**config.mk**
```make
export PLATFORM = sky130hd
export DESIGN_NAME = mc_control
export DESIGN_NICKNAME = d
export VERILOG_FILES = /design/src/rtl/mc_pkg.sv /design/src/rtl/mc_wait_timer.sv /design/src/rtl/mc_control.sv
export SDC_FILE = /design/constraint.sdc
export NUM_CORES = 1
export LEC_CHECK = 0
export ABC_AREA = 0
export CORE_ASPECT_RATIO = 0.8
export CORE_UTILIZATION = 35
export CTS_CLUSTER_DIAMETER = 120
export CTS_CLUSTER_SIZE = 28
export DETAILED_ROUTE_END_ITERATION = 7
export HOLD_SLACK_MARGIN = 0.05
export PLACE_DENSITY = 0.71
export SETUP_SLACK_MARGIN = 0.15
export SLEW_MARGIN = 0
export SYNTH_ARGS = -nofsm -noshare
export SYNTH_HDL_FRONTEND = slang
export SYNTH_SLANG_ARGS = --single-unit
```
**constraint.sdc**
```tcl
create_clock -name clk -period 2.8 [get_ports clk]
set_input_delay 0.56 -clock clk [delete_from_list [all_inputs] [get_ports clk]]
set_output_delay 0.56 -clock clk [all_outputs]
set_load 0.005 [all_outputs]
```
**src/rtl/mc_pkg.sv**
```systemverilog
// Shared encodings for the multi-cycle MIPS controller: opcodes, functs, ALU/mux selects, states.
// Latency: n/a (constants only).
// Backpressure: n/a.
package mc_pkg;

    localparam logic [5:0] OP_RTYPE = 6'b000000;
    localparam logic [5:0] OP_J     = 6'b000010;
    localparam logic [5:0] OP_BNE   = 6'b000101;
    localparam logic [5:0] OP_BGTZ  = 6'b000111;
    localparam logic [5:0] OP_ADDI  = 6'b001000;
    localparam logic [5:0] OP_ADDIU = 6'b001001;
    localparam logic [5:0] OP_SUBI  = 6'b001010;
    localparam logic [5:0] OP_SUBIU = 6'b001011;
    localparam logic [5:0] OP_ANDI  = 6'b001100;
    localparam logic [5:0] OP_ORI   = 6'b001101;
    localparam logic [5:0] OP_XORI  = 6'b001110;
    localparam logic [5:0] OP_LW    = 6'b100011;
    localparam logic [5:0] OP_SW    = 6'b101011;

    localparam logic [5:0] FN_JR      = 6'b001000;
    localparam logic [5:0] FN_SYSCALL = 6'b001100;

    localparam logic [2:0] ALUOP_ADD   = 3'b000;
    localparam logic [2:0] ALUOP_SUB   = 3'b001;
    localparam logic [2:0] ALUOP_FUNCT = 3'b010;
    localparam logic [2:0] ALUOP_IMM   = 3'b011;
    localparam logic [2:0] ALUOP_BGTZ  = 3'b100;

    localparam logic [1:0] SRCB_REG  = 2'b00;
    localparam logic [1:0] SRCB_FOUR = 2'b01;
    localparam logic [1:0] SRCB_IMM  = 2'b10;
    localparam logic [1:0] SRCB_BOFS = 2'b11;

    localparam logic [1:0] PCSRC_ALU    = 2'b00;
    localparam logic [1:0] PCSRC_ALUOUT = 2'b01;
    localparam logic [1:0] PCSRC_JUMP   = 2'b10;
    localparam logic [1:0] PCSRC_REG    = 2'b11;

    typedef enum logic [3:0] {
        ST_FETCH, ST_DECODE, ST_MEM_ADDR, ST_MEM_RD, ST_MEM_WR, ST_WB_MEM, ST_EXEC_R,
        ST_EXEC_I, ST_WB_ALU, ST_BRANCH, ST_JUMP, ST_JR, ST_HALT, ST_ERROR
    } state_t;

endpackage

```
**src/rtl/mc_wait_timer.sv**
```systemverilog
// Counts cycles spent waiting on memory; flags expiry on the last allowed wait cycle.
// Latency: expired is combinational from the count and busy.
// Backpressure: none; TIMEOUT=0 disables expiry entirely.
module mc_wait_timer #(
    parameter int TIMEOUT = 16
) (
    input  logic clk,
    input  logic rst_n,
    input  logic clr,
    input  logic busy,
    output logic expired
);

    generate
        if (TIMEOUT > 0) begin : g_timer
            localparam int CW = $clog2(TIMEOUT + 1);
            logic [CW-1:0] cnt;

            always_ff @(posedge clk or negedge rst_n) begin
                if (!rst_n) begin
                    cnt <= '0;
                end else if (clr) begin
                    cnt <= '0;
                end else if (busy) begin
                    cnt <= cnt + CW'(1);
                end
            end

            // A completing transfer on the final count is not an error: busy already excludes mem_ready.
            assign expired = busy && (cnt == CW'(TIMEOUT - 1));
        end else begin : g_off
            logic unused_inputs;
            assign unused_inputs = ^{clk, rst_n, clr, busy};
            assign expired = 1'b0;
        end
    endgenerate

endmodule

```
**src/rtl/mc_control.sv**
```systemverilog
// Moore controller sequencing MIPS instructions through a shared-memory multi-cycle datapath.
// Latency: 2-5 cycles per instruction with immediate mem_ready; memory states stall on mem_ready.
// Backpressure: waits on mem_ready in FETCH/MEM_RD/MEM_WR, bounded by the timer; ERROR is terminal.
module mc_control
    import mc_pkg::*;
#(
    parameter int ALUOP_W         = 3,
    parameter int TIMEOUT         = 16,
    parameter int HALT_ON_SYSCALL = 1
) (
    input  logic               clk,
    input  logic               rst_n,
    input  logic [5:0]         Opcode,
    input  logic [5:0]         Funct,
    input  logic               mem_ready,
    input  logic               resume,
    output logic               PCWrite,
    output logic               PCWriteCond,
    output logic               IorD,
    output logic               MemRead,
    output logic               MemWrite,
    output logic               IRWrite,
    output logic               MemtoReg,
    output logic               RegDst,
    output logic               RegWrite,
    output logic               ALUSrcA,
    output logic [1:0]         ALUSrcB,
    output logic [ALUOP_W-1:0] ALUOp,
    output logic [1:0]         PCSource,
    output logic               halted,
    output logic               bus_error
);

    state_t     state, state_nxt;
    logic       is_lw, is_rtype, is_bne;
    logic       expired, timer_busy, timer_clr;
    logic [2:0] alu_op;

    assign timer_busy = (state == ST_FETCH || state == ST_MEM_RD || state == ST_MEM_WR) && !mem_ready;
    assign timer_clr  = (state_nxt != state);

    mc_wait_timer #(.TIMEOUT(TIMEOUT)) u_wait_timer (
        .clk     (clk),
        .rst_n   (rst_n),
        .clr     (timer_clr),
        .busy    (timer_busy),
        .expired (expired)
    );

    always_comb begin
        state_nxt = state;
        case (state)
            ST_FETCH:    if (mem_ready) state_nxt = ST_DECODE;
                         else if (expired) state_nxt = ST_ERROR;
            ST_DECODE: begin
                case (Opcode)
                    OP_LW, OP_SW:   state_nxt = ST_MEM_ADDR;
                    OP_RTYPE: begin
                        if (Funct == FN_JR)           state_nxt = ST_JR;
                        else if (Funct == FN_SYSCALL) state_nxt = (HALT_ON_SYSCALL != 0) ? ST_HALT : ST_FETCH;
                        else                          state_nxt = ST_EXEC_R;
                    end
                    OP_BNE, OP_BGTZ: state_nxt = ST_BRANCH;
                    OP_ADDI, OP_ADDIU, OP_SUBI, OP_SUBIU,
                    OP_ANDI, OP_ORI, OP_XORI: state_nxt = ST_EXEC_I;
                    OP_J:            state_nxt = ST_JUMP;
                    default:         state_nxt = ST_FETCH;
                endcase
            end
            ST_MEM_ADDR: state_nxt = is_lw ? ST_MEM_RD : ST_MEM_WR;
            ST_MEM_RD:   if (mem_ready) state_nxt = ST_WB_MEM;
                         else if (expired) state_nxt = ST_ERROR;
            ST_MEM_WR:   if (mem_ready) state_nxt = ST_FETCH;
                         else if (expired) state_nxt = ST_ERROR;
            ST_EXEC_R, ST_EXEC_I: state_nxt = ST_WB_ALU;
            ST_WB_MEM, ST_WB_ALU, ST_BRANCH, ST_JUMP, ST_JR: state_nxt = ST_FETCH;
            ST_HALT:     if (resume) state_nxt = ST_FETCH;
            ST_ERROR:    state_nxt = ST_ERROR;
            default:     state_nxt = ST_FETCH;
        endcase
    end

    // Instruction class is captured once in DECODE so later states are immune to IR changes.
    always_ff @(posedge clk or negedge rst_n) begin
        if (!rst_n) begin
            state     <= ST_FETCH;
            is_lw     <= 1'b0;
            is_rtype  <= 1'b0;
            is_bne    <= 1'b0;
            bus_error <= 1'b0;
        end else begin
            state <= state_nxt;
            if (state == ST_DECODE) begin
                is_lw    <= (Opcode == OP_LW);
                is_rtype <= (Opcode == OP_RTYPE);
                is_bne   <= (Opcode == OP_BNE);
            end
            if (state_nxt == ST_ERROR) bus_error <= 1'b1;
        end
    end

    always_comb begin
        PCWrite     = 1'b0;
        PCWriteCond = 1'b0;
        IorD        = 1'b0;
        MemRead     = 1'b0;
        MemWrite    = 1'b0;
        IRWrite     = 1'b0;
        MemtoReg    = 1'b0;
        RegDst      = 1'b0;
        RegWrite    = 1'b0;
        ALUSrcA     = 1'b0;
        ALUSrcB     = SRCB_REG;
        alu_op      = ALUOP_ADD;
        PCSource    = PCSRC_ALU;
        case (state)
            ST_FETCH: begin
                // IR and PC+4 load only on the cycle the fetch actually completes.
                MemRead = 1'b1;
                ALUSrcB = SRCB_FOUR;
                IRWrite = mem_ready;
                PCWrite = mem_ready;
            end
            ST_DECODE:   ALUSrcB = SRCB_BOFS;
            ST_MEM_ADDR: begin ALUSrcA = 1'b1; ALUSrcB = SRCB_IMM; end
            ST_MEM_RD:   begin MemRead = 1'b1; IorD = 1'b1; end
            ST_MEM_WR:   begin MemWrite = 1'b1; IorD = 1'b1; end
            ST_WB_MEM:   begin RegWrite = 1'b1; MemtoReg = 1'b1; end
            ST_EXEC_R:   begin ALUSrcA = 1'b1; alu_op = ALUOP_FUNCT; end
            ST_EXEC_I:   begin ALUSrcA = 1'b1; ALUSrcB = SRCB_IMM; alu_op = ALUOP_IMM; end
            ST_WB_ALU:   begin RegWrite = 1'b1; RegDst = is_rtype; end
            ST_BRANCH: begin
                ALUSrcA     = 1'b1;
                PCWriteCond = 1'b1;
                PCSource    = PCSRC_ALUOUT;
                alu_op      = is_bne ? ALUOP_SUB : ALUOP_BGTZ;
            end
            ST_JUMP:     begin PCWrite = 1'b1; PCSource = PCSRC_JUMP; end
            ST_JR:       begin PCWrite = 1'b1; PCSource = PCSRC_REG; end
            default: ;
        endcase
    end

    assign ALUOp  = ALUOP_W'(alu_op);
    assign halted = (state == ST_HALT);

endmodule

```
==> metrics.cfg <==
[floorplanning]
core_area_sq_mm = 0.00322
die_y_microns = 55.1
die_w_microns = 68.3
initial_core_util_pct = 38.3
die_area_sq_mm = 0.00376
io_pins = 35
row_count = 18

[setup_path]
end_kind = output pin
path_max_fanout = 6
crit_path_start_kind = input pin
slowest_stage = clkdlybuf4s50_1
slowest_delay_ns = 0.51
crit_chain = clkdlybuf4s50_1, and3_1, or2_2, clkdlybuf4s50_1
cp_common_cell = clkdlybuf4s50_1
critPathLaunch = mem_ready
r2r_start = state[1]
crit_end = PCWrite
crit_type = in -> out
r2r_cells = 7
r2r-end = u_wait_timer.g_timer.cnt[0]
cp.arrival_ns = 2.01
r2r_setup_slack_ns = 0.26
crit_required_ns = 2.24

[sta]
setup_slack_ns = 0.233
fin_worst_skew_ns = 0.00417
fmax_mhz = 390
setup_viol = 0
period_needed_ns = 2.57
tightest_slew_ns = 0.621
hold_violations = 0
timing.slew.headroom_pct = 58.5
slew_violations = 0
rsz0062_at_grt = no
finalCritPeriodShare_pct = 91.7

[global_routing]
grt_max_degree = 20
grt_pass1_wl_microns = 5480
first_global_vias = 1172
grt_overflow_total = 0
antenna_found_initial = 0
grtUsageTotal_pct = 19.9

[clocking]
htreeDepth = 1
cts_inserted_buffers = 3
clkSinkCount = 13
cts_tree = done
cts_max_path_buffers = 2
clkLatencyLatePin_ns = 0.25
path_clk_slew_ns = 0.05
clock-root-buffer = clkbuf_8
hold_buffers = 0

[synth]
synth_top_area_share_pct = 26.4
synth.area.top_cells = dfrtp_1 (26%), nand2_1 (5.5%), nor2b_1 (5.1%)
synth_most_common_cell = nand2_1
avgSynthCellArea_sq_um = 7.65
synth_common_cells = nand2_1 (18), nor2_1 (14), dfrtp_1 (13)
synth-edff-count = 0
async_flop_share_pct = 100
syn-cell-area_sq_mm = 0.00123
synth_top_area_cell = dfrtp_1
yosys_warnings = 0
synth.distinct_cells = 51
syn_inst = 161
yosysSeqAreaShare_pct = 26.4
yosys_register_bits = 13
syn-num-nets = 179
synthFlopType = dfrtp_1

[layout]
drive_above_1_share_pct = 14.1
area_delta_synth_final_pct = 40.4
final_util_pct = 53.7
nNetsFinal = 218
antenna_cells = 0

[pwr]
p_leak_nw = 0.735
ir_drop_uv = 354
p_per_area_mw_per_mm2 = 433

[placed_design]
place_hpwl_microns = 2570
gp_congestion = 0.899
io_buffers = 34
pre_cts_slack_ns = -0.0695

[job]
cap_violations = 0

[route]
drt_iter0_markers = 160
drc = 0
vias = 1359
drtPass1Iterations = 5
wl_microns = 3400
post_drt_wl_per_cell_microns = 14.2
ant_nets = 0
vias_per_cell = 5.69

[hold_path]
hold_path_class = reg -> reg
whs_path_depth = 1
hp-start = bus_error

[run_status]
status = completed

[what timing repair did]
action | in CTS | in global routing
buffers inserted | 0 | 0
gates resized for setup | 0 | 7
endpoints found under the setup margin | 0 | 10
[stage by stage]
step                      instances  hold WS (ns)  setup TNS (ns)  instance area [sq um]  total power [mW]
final                           239         0.481               0                   1730             0.749
after global routing            239         0.501               0                   1730             0.799
after CTS                       239         0.483               0                   1710             0.747
after detailed placement        235         0.455          -0.310                   1660             0.570
after global placement          235         0.462               0                   1660             0.559
after floorplan                 161         0.264               0                   1230             0.440
[placed cells by master (no fill, tap or decap), drive strengths merged, types with 3 or more instances in the layout]
master	Yosys	layout
a221o	3	3
and3	6	6
nand2b	6	6
clkbuf	9	3
a21oi	8	8
buf	1	10
nor3	12	12
dfrtp	13	13
clkdlybuf4s50	0	32
o21ai	10	10
and2	3	3
nor2b	10	10
nand2	18	18
nor2	14	14
inv	4	4
[worst max-delay path, delay by kind of cell]
family / cells / cell delay, ns
buffers and inverters: 2 / 0.95
AND/OR/NAND/NOR: 2 / 0.49
[power by group]
| part | total, mW | internal, mW | switching, mW |
|---|---|---|---|
| clock network | 0.173 | 0.0987 | 0.0743 |
| logic | 0.345 | 0.165 | 0.180 |
| registers | 0.231 | 0.213 | 0.0186 |
[cell families after synthesis]
family,synth area share (%)
AO/OA/AOI/OAI,23.8
XOR/XNOR,3.45
adder cells (fa/ha/maj),2.03
buffers and inverters,4.67
flip-flops,26.4
multiplexers,2.54
AND/OR/NAND/NOR,37.2
[worst min path at each step]
stage / end / slack, ns
2_1_floorplan: bus_error / 0.26
3_3_place_gp: bus_error / 0.46
3_5_place_dp: bus_error / 0.46
4_1_cts: bus_error / 0.48
5_1_grt: bus_error / 0.50
6_report: bus_error / 0.48
[layer usage]
layer	vias to the layer above	routed length (microns)	part of all wire, %	global-route usage (%)
met5	-	0	0	0
met3	4	220	6.5	4.10
met1	633	1590	47	26.1
met2	59	1560	46	32.4
li1	663	-	-	-
met4	0	32	0.94	7.29
[sequential cells by signal, indices dropped and copies added, names as in the netlist]
signal	count
is_rtype	1
is_bne	1
bus_error	1
u_wait_timer.g_timer.cnt	5
state	4
is_lw	1
[area by class of cell]
cell class / count / area, sq um
fillers: 298 / 1490
multi-input cells: 133 / 866
repair buffers: 44 / 420
flip-flops and latches: 13 / 325
well taps: 40 / 50.0
clock buffers: 3 / 41.3
inverters: 5 / 22.5
clock inverters: 1 / 5.00
Note: power is estimated with default switching activity, not from simulation.
